--- config.mk ---
export PLATFORM = sky130hd
export DESIGN_NAME = alu_share_arbiter
export DESIGN_NICKNAME = d
export VERILOG_FILES = /design/src/rtl/alu_share_arbiter.sv
export SDC_FILE = /design/constraint.sdc
export NUM_CORES = 1
export LEC_CHECK = 0
export BUFFER_PORTS_ARGS = -buffer_cell sky130_fd_sc_hd__buf_2
export CAP_MARGIN = 25
export CORE_MARGIN = 4
export CORE_UTILIZATION = 35
export CTS_CLUSTER_SIZE = 24
export DETAILED_ROUTE_END_ITERATION = 8
export PLACE_DENSITY_LB_ADDON = 0.2
export SLEW_MARGIN = 30
export SYNTH_ARGS = -nofsm -noshare
export SYNTH_HDL_FRONTEND = slang
export SYNTH_SLANG_ARGS = --single-unit
--- constraint.sdc ---
create_clock -name clk -period 1.48 [get_ports clk]
set_input_delay 0.148 -clock clk [delete_from_list [all_inputs] [get_ports clk]]
set_output_delay 0.148 -clock clk [all_outputs]
set_load 0.01 [all_outputs]
--- src/rtl/alu_share_arbiter.sv ---
// Round-robin arbiter sharing one 4-bit signed adder/subtractor between two
// requesters, returning the 5-bit result on a tagged valid/ready response.
module alu_share_arbiter #(
    parameter logic FIRST_PRI = 1'b0
) (
    input  logic       clk,
    input  logic       rst_n,
    input  logic       req0_valid,
    output logic       req0_ready,
    input  logic [3:0] req0_a,
    input  logic [3:0] req0_b,
    input  logic       req0_sub,
    input  logic       req1_valid,
    output logic       req1_ready,
    input  logic [3:0] req1_a,
    input  logic [3:0] req1_b,
    input  logic       req1_sub,
    output logic       rsp_valid,
    input  logic       rsp_ready,
    output logic       rsp_id,
    output logic [4:0] rsp_data,
    output logic       busy,
    output logic [7:0] op_count
);

    localparam int unsigned OPW = 4;
    localparam int unsigned RESW = 5;
    localparam int unsigned CNTW = 8;

    localparam logic [1:0] ST_IDLE = 2'd0;
    localparam logic [1:0] ST_CALC = 2'd1;
    localparam logic [1:0] ST_RESP = 2'd2;

    logic [1:0]      state;
    logic [1:0]      next_state;
    logic            last_grant;
    logic            grant_c;
    logic            accept_c;
    logic [OPW-1:0]  op_a;
    logic [OPW-1:0]  op_b;
    logic            op_sub;
    logic            op_id;
    logic [RESW-1:0] sum_c;

    // Tie goes to whoever did not complete last; a lone valid always wins.
    always_comb begin
        grant_c = 1'b0;
        if (req0_valid && req1_valid) begin
            grant_c = ~last_grant;
        end else if (req1_valid) begin
            grant_c = 1'b1;
        end
    end

    assign req0_ready = (state == ST_IDLE) && req0_valid && !grant_c;
    assign req1_ready = (state == ST_IDLE) && req1_valid && grant_c;
    assign accept_c   = req0_ready || req1_ready;
    assign busy       = (state != ST_IDLE);

    // Shared datapath: sign-extend to 5 bits so the result never overflows.
    always_comb begin : adder_substractor
        logic [RESW-1:0] a_ext;
        logic [RESW-1:0] b_ext;
        a_ext = {op_a[OPW-1], op_a};
        b_ext = {op_b[OPW-1], op_b} ^ {RESW{op_sub}};
        sum_c = a_ext + b_ext + RESW'(op_sub);
    end

    always_ff @(posedge clk or negedge rst_n) begin
        if (!rst_n) begin
            state <= ST_IDLE;
        end else begin
            state <= next_state;
        end
    end

    always_comb begin
        next_state = state;
        case (state)
            ST_IDLE: if (accept_c) next_state = ST_CALC;
            ST_CALC: next_state = ST_RESP;
            ST_RESP: if (rsp_ready) next_state = ST_IDLE;
            default: next_state = ST_IDLE;
        endcase
    end

    // Operand capture, result register and completion bookkeeping.
    always_ff @(posedge clk or negedge rst_n) begin
        if (!rst_n) begin
            op_a       <= '0;
            op_b       <= '0;
            op_sub     <= 1'b0;
            op_id      <= 1'b0;
            rsp_valid  <= 1'b0;
            rsp_id     <= 1'b0;
            rsp_data   <= '0;
            last_grant <= ~FIRST_PRI;
            op_count   <= '0;
        end else begin
            if (accept_c) begin
                op_a   <= grant_c ? req1_a : req0_a;
                op_b   <= grant_c ? req1_b : req0_b;
                op_sub <= grant_c ? req1_sub : req0_sub;
                op_id  <= grant_c;
            end
            if (state == ST_CALC) begin
                rsp_data  <= sum_c;
                rsp_id    <= op_id;
                rsp_valid <= 1'b1;
            end
            if ((state == ST_RESP) && rsp_ready) begin
                rsp_valid  <= 1'b0;
                last_grant <= rsp_id;
                op_count   <= op_count + CNTW'(1);
            end
        end
    end

endmodule

==> results of run 1 <==
==> what timing repair did <==
| action | 4_1_cts | 5_1_grt |
|---|---|---|
| pin swaps | 4 | 3 |
| hold buffers | 1 | 0 |
| endpoints found under the setup margin | 5 | 15 |
| setup buffers | 1 | 3 |
| resized for setup | 6 | 12 |
| gates cloned | 1 | 0 |
| endpoints found under the hold margin | 27 | 0 |
==> worst max-delay path: stages (launching register included) <==
cell	delay, ns
dfrtp_2	0.47
mux2_4	0.30
fa_2	0.41
mux2_4	0.27
==> cell families after synthesis <==
| logic type | share of synthesized area |
|---|---|
| xor+xnor | 0.07041 |
| flops | 0.4702 |
| simple gates | 0.1098 |
| mux | 0.2163 |
| compound gates | 0.05951 |
| fa+ha+maj | 0.04694 |
| buf+inv | 0.02682 |
==> routing by layer <==
metal / vias up / wire [µm] / global-route usage
met1: 518 / 1359 / 0.1497
li1: 513 / - / -
met4: 0 / 55 / 0.06640
met5: - / 0 / 0
met3: 4 / 121 / 0.01778
met2: 24 / 1568 / 0.2075
==> synthesized netlist by cell type (2+ instances only) <==
library cell  number  area share
mux2_1             2       0.015
nand2_1            6       0.015
xor2_1             7       0.041
xnor2_1            5       0.029
o21ai_0            5       0.017
mux2_2             4       0.030
nand4_1            2      0.0084
buf_2              2      0.0067
nand2b_1           2      0.0084
dfrtp_1           27        0.45
nand3_1            4       0.013
a21o_1             2       0.010
nor3_1             2      0.0067
buf_6              2       0.015
inv_1              2      0.0050
nor2_1             4       0.010
mux2_4            17        0.17
ha_1               4       0.034
==> worst paths after layout <==
check,slack [ns],end,from,depth (start not counted)
min in group asynchronous,0.42,op_count[7],rst_n,2
max in group asynchronous,0.60,op_sub,rst_n,2
worst min register to register,0.47,op_count[7],op_count[7],1
worst max-delay path,-0.08,rsp_data[1],op_sub,3
worst min-delay path,0.13,state[1],rsp_ready,2
worst max register to register,-0.08,rsp_data[1],op_sub,3
==> where the power goes <==
group          total (µW)  internal [µW]  switching (µW)  leakage (µW)
Clock                 481            239             242     0.0000288
Combinational        2510           1480            1030      0.000646
Sequential           1470           1130             342      0.000339
Total                4470           2850            1620       0.00101
==> layout make-up <==
type / count / area [µm²] / share of cell area
inverters: 2 / 7.507 / 0.003755
repair buffers: 55 / 361.6 / 0.1809
flip-flops and latches: 28 / 704.4 / 0.3523
clock buffers: 4 / 55.05 / 0.02753
well taps: 50 / 62.56 / 0.03129
multi-input cells: 81 / 808.3 / 0.4043
==> sequential cells by signal, summed over array words and instances (netlist names) <==
signal      cells
rsp_id          1
op_b            4
op_count        8
rsp_valid       1
last_grant      1
op_a            4
rsp_data        5
op_sub          1
op_id           1
state           2
==> stage by stage <==
stage,hold slack [ns],area (µm²),util,total power (µW)
floorplan,-0.1476,1500,-,2946
detailed placement,0.2081,1810,0.4462,3718
global placement,0.1980,1810,0.4462,3617
global route,0.1227,1999,0.4928,4803
finish,0.1317,1999,0.4928,4466
CTS,0.1232,1931,0.4758,4316
==> metrics.md, run 1 <==
| Metric | Value |
|---|---|
| Number of vias in the routed layout | 1059 |
| Antenna violation net count after detailed routing | 0 |
| Final Max Tran Viols | 0 |
| Crit end category | flop |
| Hold Vio Cnt, Final | 0 |
| Synthesized net count | 143 |
| Boundary Pins | 41 |
| Gpl congestion | 0.7313 |
| Number of max-cap violations | 0 |
| Time the worst path needs with I/O delays and setup | 1.562 ns |
| Violated checks | setup timing |
| Maximum number of pins on one net before global-route repair | 29 |
| Class of the most critical hold timing path | in -> reg |
| Width of the die | 73.31 µm |
| Floorplan core area | 4058 µm² |
| Number of flops mapped to enable cells by yosys | 0 |
| Max Buffers Root-to-Sink | 2 |
| Vias in the first global route | 1062 |
| Top FF cell, synth | dfrtp_1 |
| Setup ws final | -0.08212 ns |
| Global Route Usage Sum | 0.1227 |
| Relative slew slack | 0.5755 |
| Clock Sinks | 28 |
| Setup-failing EPs final | 3 |
| Clock root buffer | clkbuf_8 |
| Setup repair after global routing missed its margin | yes |
| H-Tree Depth | 1 |
| Wire length after detailed routing | 3.104 mm |
| Final non-filler cell total | 220 |
| Slew of the pin with the lowest slew margin | 0.6368 ns |
| Max rail drop VDD | 740.9 µV |
| Crit path required time | 1.65 ns |
| Cell Pwr Density | 2233 nW/µm² |
| Nets | 199 |
| DPL Wire Length | 2.296 mm |
| Count of distinct cell types in the synthesized netlist | 34 |
| Pre-CTS setup slack | -0.1079 ns |
| Highest-count cells in the layout ignoring fill and taps | 38 x buf_2, 25 x dfrtp_1, 20 x mux2_4 |
| CTS clk-pin slew, worst paths | 0.10 ns |
| Critical path data arrival time | 1.73 ns |
| Count of port buffers added during placement | 40 |
| Per-instance average area after synthesis | 12.98 µm² |
| Number of buffers created by CTS | 3 |
| Antenna violations before repair | 0 |
| Async SR Flop Fraction | 1.000 |
| Most common cell after layout, fill and taps aside | buf_2 |
| # fillers | 367 |
| Initial detailed-routing violation count | 31 |
| Total of warnings raised by yosys | 0 |
| Static leakage | 0.001014 µW |
| Critical path launch point type | flop |
| Number of remaining DRC errors | 0 |
| Result of the run | complete, but fails checks |
| Highest clock rate | 640.2 MHz |
| Post-DR wirelength/cell | 14.11 µm |
| Number of synthesized register bits | 28 |
| Ratio of cells with drive above 1 in the final layout | 0.5529 |
| Sequential cell area fraction in the yosys report | 0.4702 |
| Post-Route Setup TNS | -0.1492 ns |
| Chip Height | 73.31 µm |
| Antenna diode instance count | 0 |
| Rows | 23 |
| Crit path kind | reg -> reg |
| Starting density of the core | 0.3679 |
| First-pass GRT wire length | 5.030 mm |
| Worst skew pair latency | 0.28 ns |
| Vias/cell | 4.814 |
| Post-synthesis cell count | 115 |
| Worst-path maximum fanout | 5 |
| Number of cells in the design after placement | 210 |
| Synth-to-Final Area Change | 33.95% |
| Die footprint | 5374 µm² |
| CTS tree | yes |
| Worst Clk Skew | 0.007257 ns |
| Iteration count of the initial detailed-routing pass | 4 |
| Congestion Overflow GR | 0 |
| Period Utilization, post-route | 1.055 |
| Cell area after synthesis | 1493 µm² |
(Power assumes the default switching activity.)
==> inputs of run 2 (changes only) <==
==> constraint.sdc (replaced) <==
create_clock -name clk -period 1.3 [get_ports clk]
set_input_delay 0.13 -clock clk [delete_from_list [all_inputs] [get_ports clk]]
set_output_delay 0.13 -clock clk [all_outputs]
set_load 0.01 [all_outputs]
==> run 2 against run 1 <==
Net effect: wire length fell by 5.4%; the run still ends with setup timing left; clock skew fell by 0.0024 ns; combinational power rose by 17%; count of clock-buffer cells in the layout fell by 1; largest power group unchanged; global-route usage fell by 0.15 points; worst setup slack got worse by 0.16 ns; sequential share of layout area fell by 0.96 points; hold slack got worse by 0.012 ns; clock power rose by 44%; critical endpoint is now rsp_data[3].
==> metrics.md, run 2 (synthesized netlist as in run 1, its figures left out) <==
| Metric | Value |
|---|---|
| Share of total power in combinational logic | 0.557 |
| Wire length after detailed routing | 2.937 mm |
| Critical path's slowest cell | dfrtp_2 |
| Reg power frac | 0.312 |
| Post-DR wirelength/cell | 13.00 µm |
| Clock Sinks | 28 |
| Cell Pwr Density | 2569 nW/µm² |
| Capturing instance or port of the critical path | rsp_data[3] |
| Floorplan core area | 4058 µm² |
| Cell-internal power | 3446 µW |
| Critical path launch point type | flop |
| Vias/cell | 4.690 |
| Maximum number of pins on one net before global-route repair | 29 |
| Placed standard-cell area | 1888 µm² |
| Static leakage | 0.001049 µW |
| Synth-to-Final Area Change | 37.72% |
| Count of port buffers added during placement | 40 |
| Worst-path maximum fanout | 5 |
| Highest-count cells in the layout ignoring fill and taps | 39 x buf_2, 25 x dfrtp_1, 20 x mux2_4 |
| Setup ws final | -0.2388 ns |
| Critical path launch point | op_sub |
| First-pass GRT wire length | 5.099 mm |
| Share of total power in the clock network | 0.131 |
| Width of the die | 73.31 µm |
| Post-Route Setup TNS | -2.477 ns |
| Ratio of cells with drive above 1 in the final layout | 0.5625 |
| Pre-CTS setup slack | -0.2765 ns |
| Gpl congestion | 0.7207 |
| Die footprint | 5374 µm² |
| CTS clk-pin slew, worst paths | 0.10 ns |
| Number of remaining DRC errors | 0 |
| Result of the run | complete, but fails checks |
| Starting density of the core | 0.3679 |
| Vias in the first global route | 1127 |
| DPL Wire Length | 2.245 mm |
| Relative slew slack | 0.5861 |
| Most common cell after layout, fill and taps aside | buf_2 |
| Nets | 205 |
| Crit path required time | 1.51 ns |
| Number of cells in the design after placement | 218 |
| Chip Height | 73.31 µm |
| Startpoint of the lowest-slack register-to-register path | op_sub |
| Crit end category | flop |
| Boundary Pins | 41 |
| Number of max-cap violations | 0 |
| Rows | 23 |
| Cell breakdown of the critical path | xor2_1 > ha_1 > buf_4 > a311o_1 > nand3_1 |
| Number of buffers created by CTS | 3 |
| Leading registers by flop count | op_count x8, rsp_data x5 |
| Congestion Overflow GR | 0 |
| Global Route Usage Sum | 0.1212 |
| Crit path kind | reg -> reg |
| Violated checks | setup timing |
| Final Max Tran Viols | 0 |
| Iteration count of the initial detailed-routing pass | 4 |
| Setup-failing EPs final | 15 |
| Class of the most critical hold timing path | in -> reg |
| Worst Clk Skew | 0.004827 ns |
| Largest register FFs | 8 |
| Initial detailed-routing violation count | 20 |
| Max Buffers Root-to-Sink | 2 |
| Largest Register | op_count |
| Slew of the pin with the lowest slew margin | 0.6209 ns |
| Clock root buffer | clkbuf_8 |
| CTS tree | yes |
| Final non-filler cell total | 226 |
| Period Utilization, post-route | 1.184 |
| Flop2flop setup slack | -0.24 ns |
| Antenna violation net count after detailed routing | 0 |
| Switching power of the nets | 1834 µW |
| Highest clock rate | 649.9 MHz |
| Antenna diode instance count | 0 |
| Fraction of power spent switching nets | 0.3474 |
| Setup repair after global routing missed its margin | yes |
| Capturing point of the worst reg2reg path | rsp_data[3] |
| Register-to-Register Path Depth | 5 |
| Antenna violations before repair | 0 |
| Number of vias in the routed layout | 1060 |
| Hold Vio Cnt, Final | 0 |
| Max stage delay on crit path | 0.46 ns |
| Max rail drop VDD | 877.4 µV |
| H-Tree Depth | 1 |
| Time the worst path needs with I/O delays and setup | 1.539 ns |
| Final standard cell area without fillers | 2056 µm² |
| Critical path data arrival time | 1.75 ns |
| Worst skew pair latency | 0.28 ns |
==> run 2: repair_timing <==
action | CTS | global route
setup buffers | 2 | 0
gates cloned | 0 | 1
hold endpoints to repair | 27 | 0
pin swaps | 3 | 2
resized for setup | 8 | 6
hold buffers | 1 | 0
endpoints found under the setup margin | 16 | 21
==> run 2: worst min path at each step <==
stage | from | end | cells past startpoint
2_1_floorplan | rst_n | op_a[0] | 0
3_3_place_gp | rst_n | op_count[5] | 1
3_5_place_dp | rst_n | op_count[4] | 1
4_1_cts | rsp_ready | state[1] | 2
5_1_grt | rsp_ready | state[1] | 2
6_report | rsp_ready | state[1] | 2
==> run 2: per-layer routing <==
| layer | track usage | part of all wire | up-vias |
|---|---|---|---|
| li1 | - | - | 529 |
| met1 | 0.1548 | 0.44 | 498 |
| met2 | 0.1986 | 0.49 | 31 |
| met3 | 0.02326 | 0.063 | 2 |
| met4 | 0.05433 | 0.012 | 0 |
| met5 | 0 | 0 | - |
==> run 2: area by class of cell <==
| cell class | count | area (µm²) |
|---|---|---|
| inverters | 2 | 7.507 |
| clock inverters | 1 | 30.03 |
| fillers | 370 | 2002 |
| repair buffers | 61 | 409.1 |
| clock buffers | 3 | 41.29 |
| flip-flops and latches | 28 | 704.4 |
| well taps | 50 | 62.56 |
| multi-input cells | 81 | 800.8 |
==> run 2: worst max-delay path: cells and delay by family (launching register included) <==
| kind | cells | cell delay (ns) |
|---|---|---|
| compound gates | 1 | 0.30 |
| simple gates | 1 | 0.07 |
| buf+inv | 1 | 0.16 |
| fa+ha+maj | 1 | 0.32 |
| xor+xnor | 1 | 0.16 |
| flops | 1 | 0.46 |
==> run 2: power by group through the flow <==
stage	Sequential, µW	Combinational (µW)	Clock [µW]
floorplan	1670	1740	0
finish	1650	2940	691
CTS	1650	2910	713
global route	1720	3240	739
detailed placement	1640	2740	0
global placement	1640	2650	0
==> run 2: per-stage QoR <==
step | power [µW] | hold WS, ns | util
CTS | 5272 | 0.1133 | 0.4955
global route | 5702 | 0.1347 | 0.5066
floorplan | 3406 | -0.1656 | -
global placement | 4292 | 0.1798 | 0.4653
detailed placement | 4379 | 0.1823 | 0.4653
finish | 5280 | 0.1193 | 0.5066
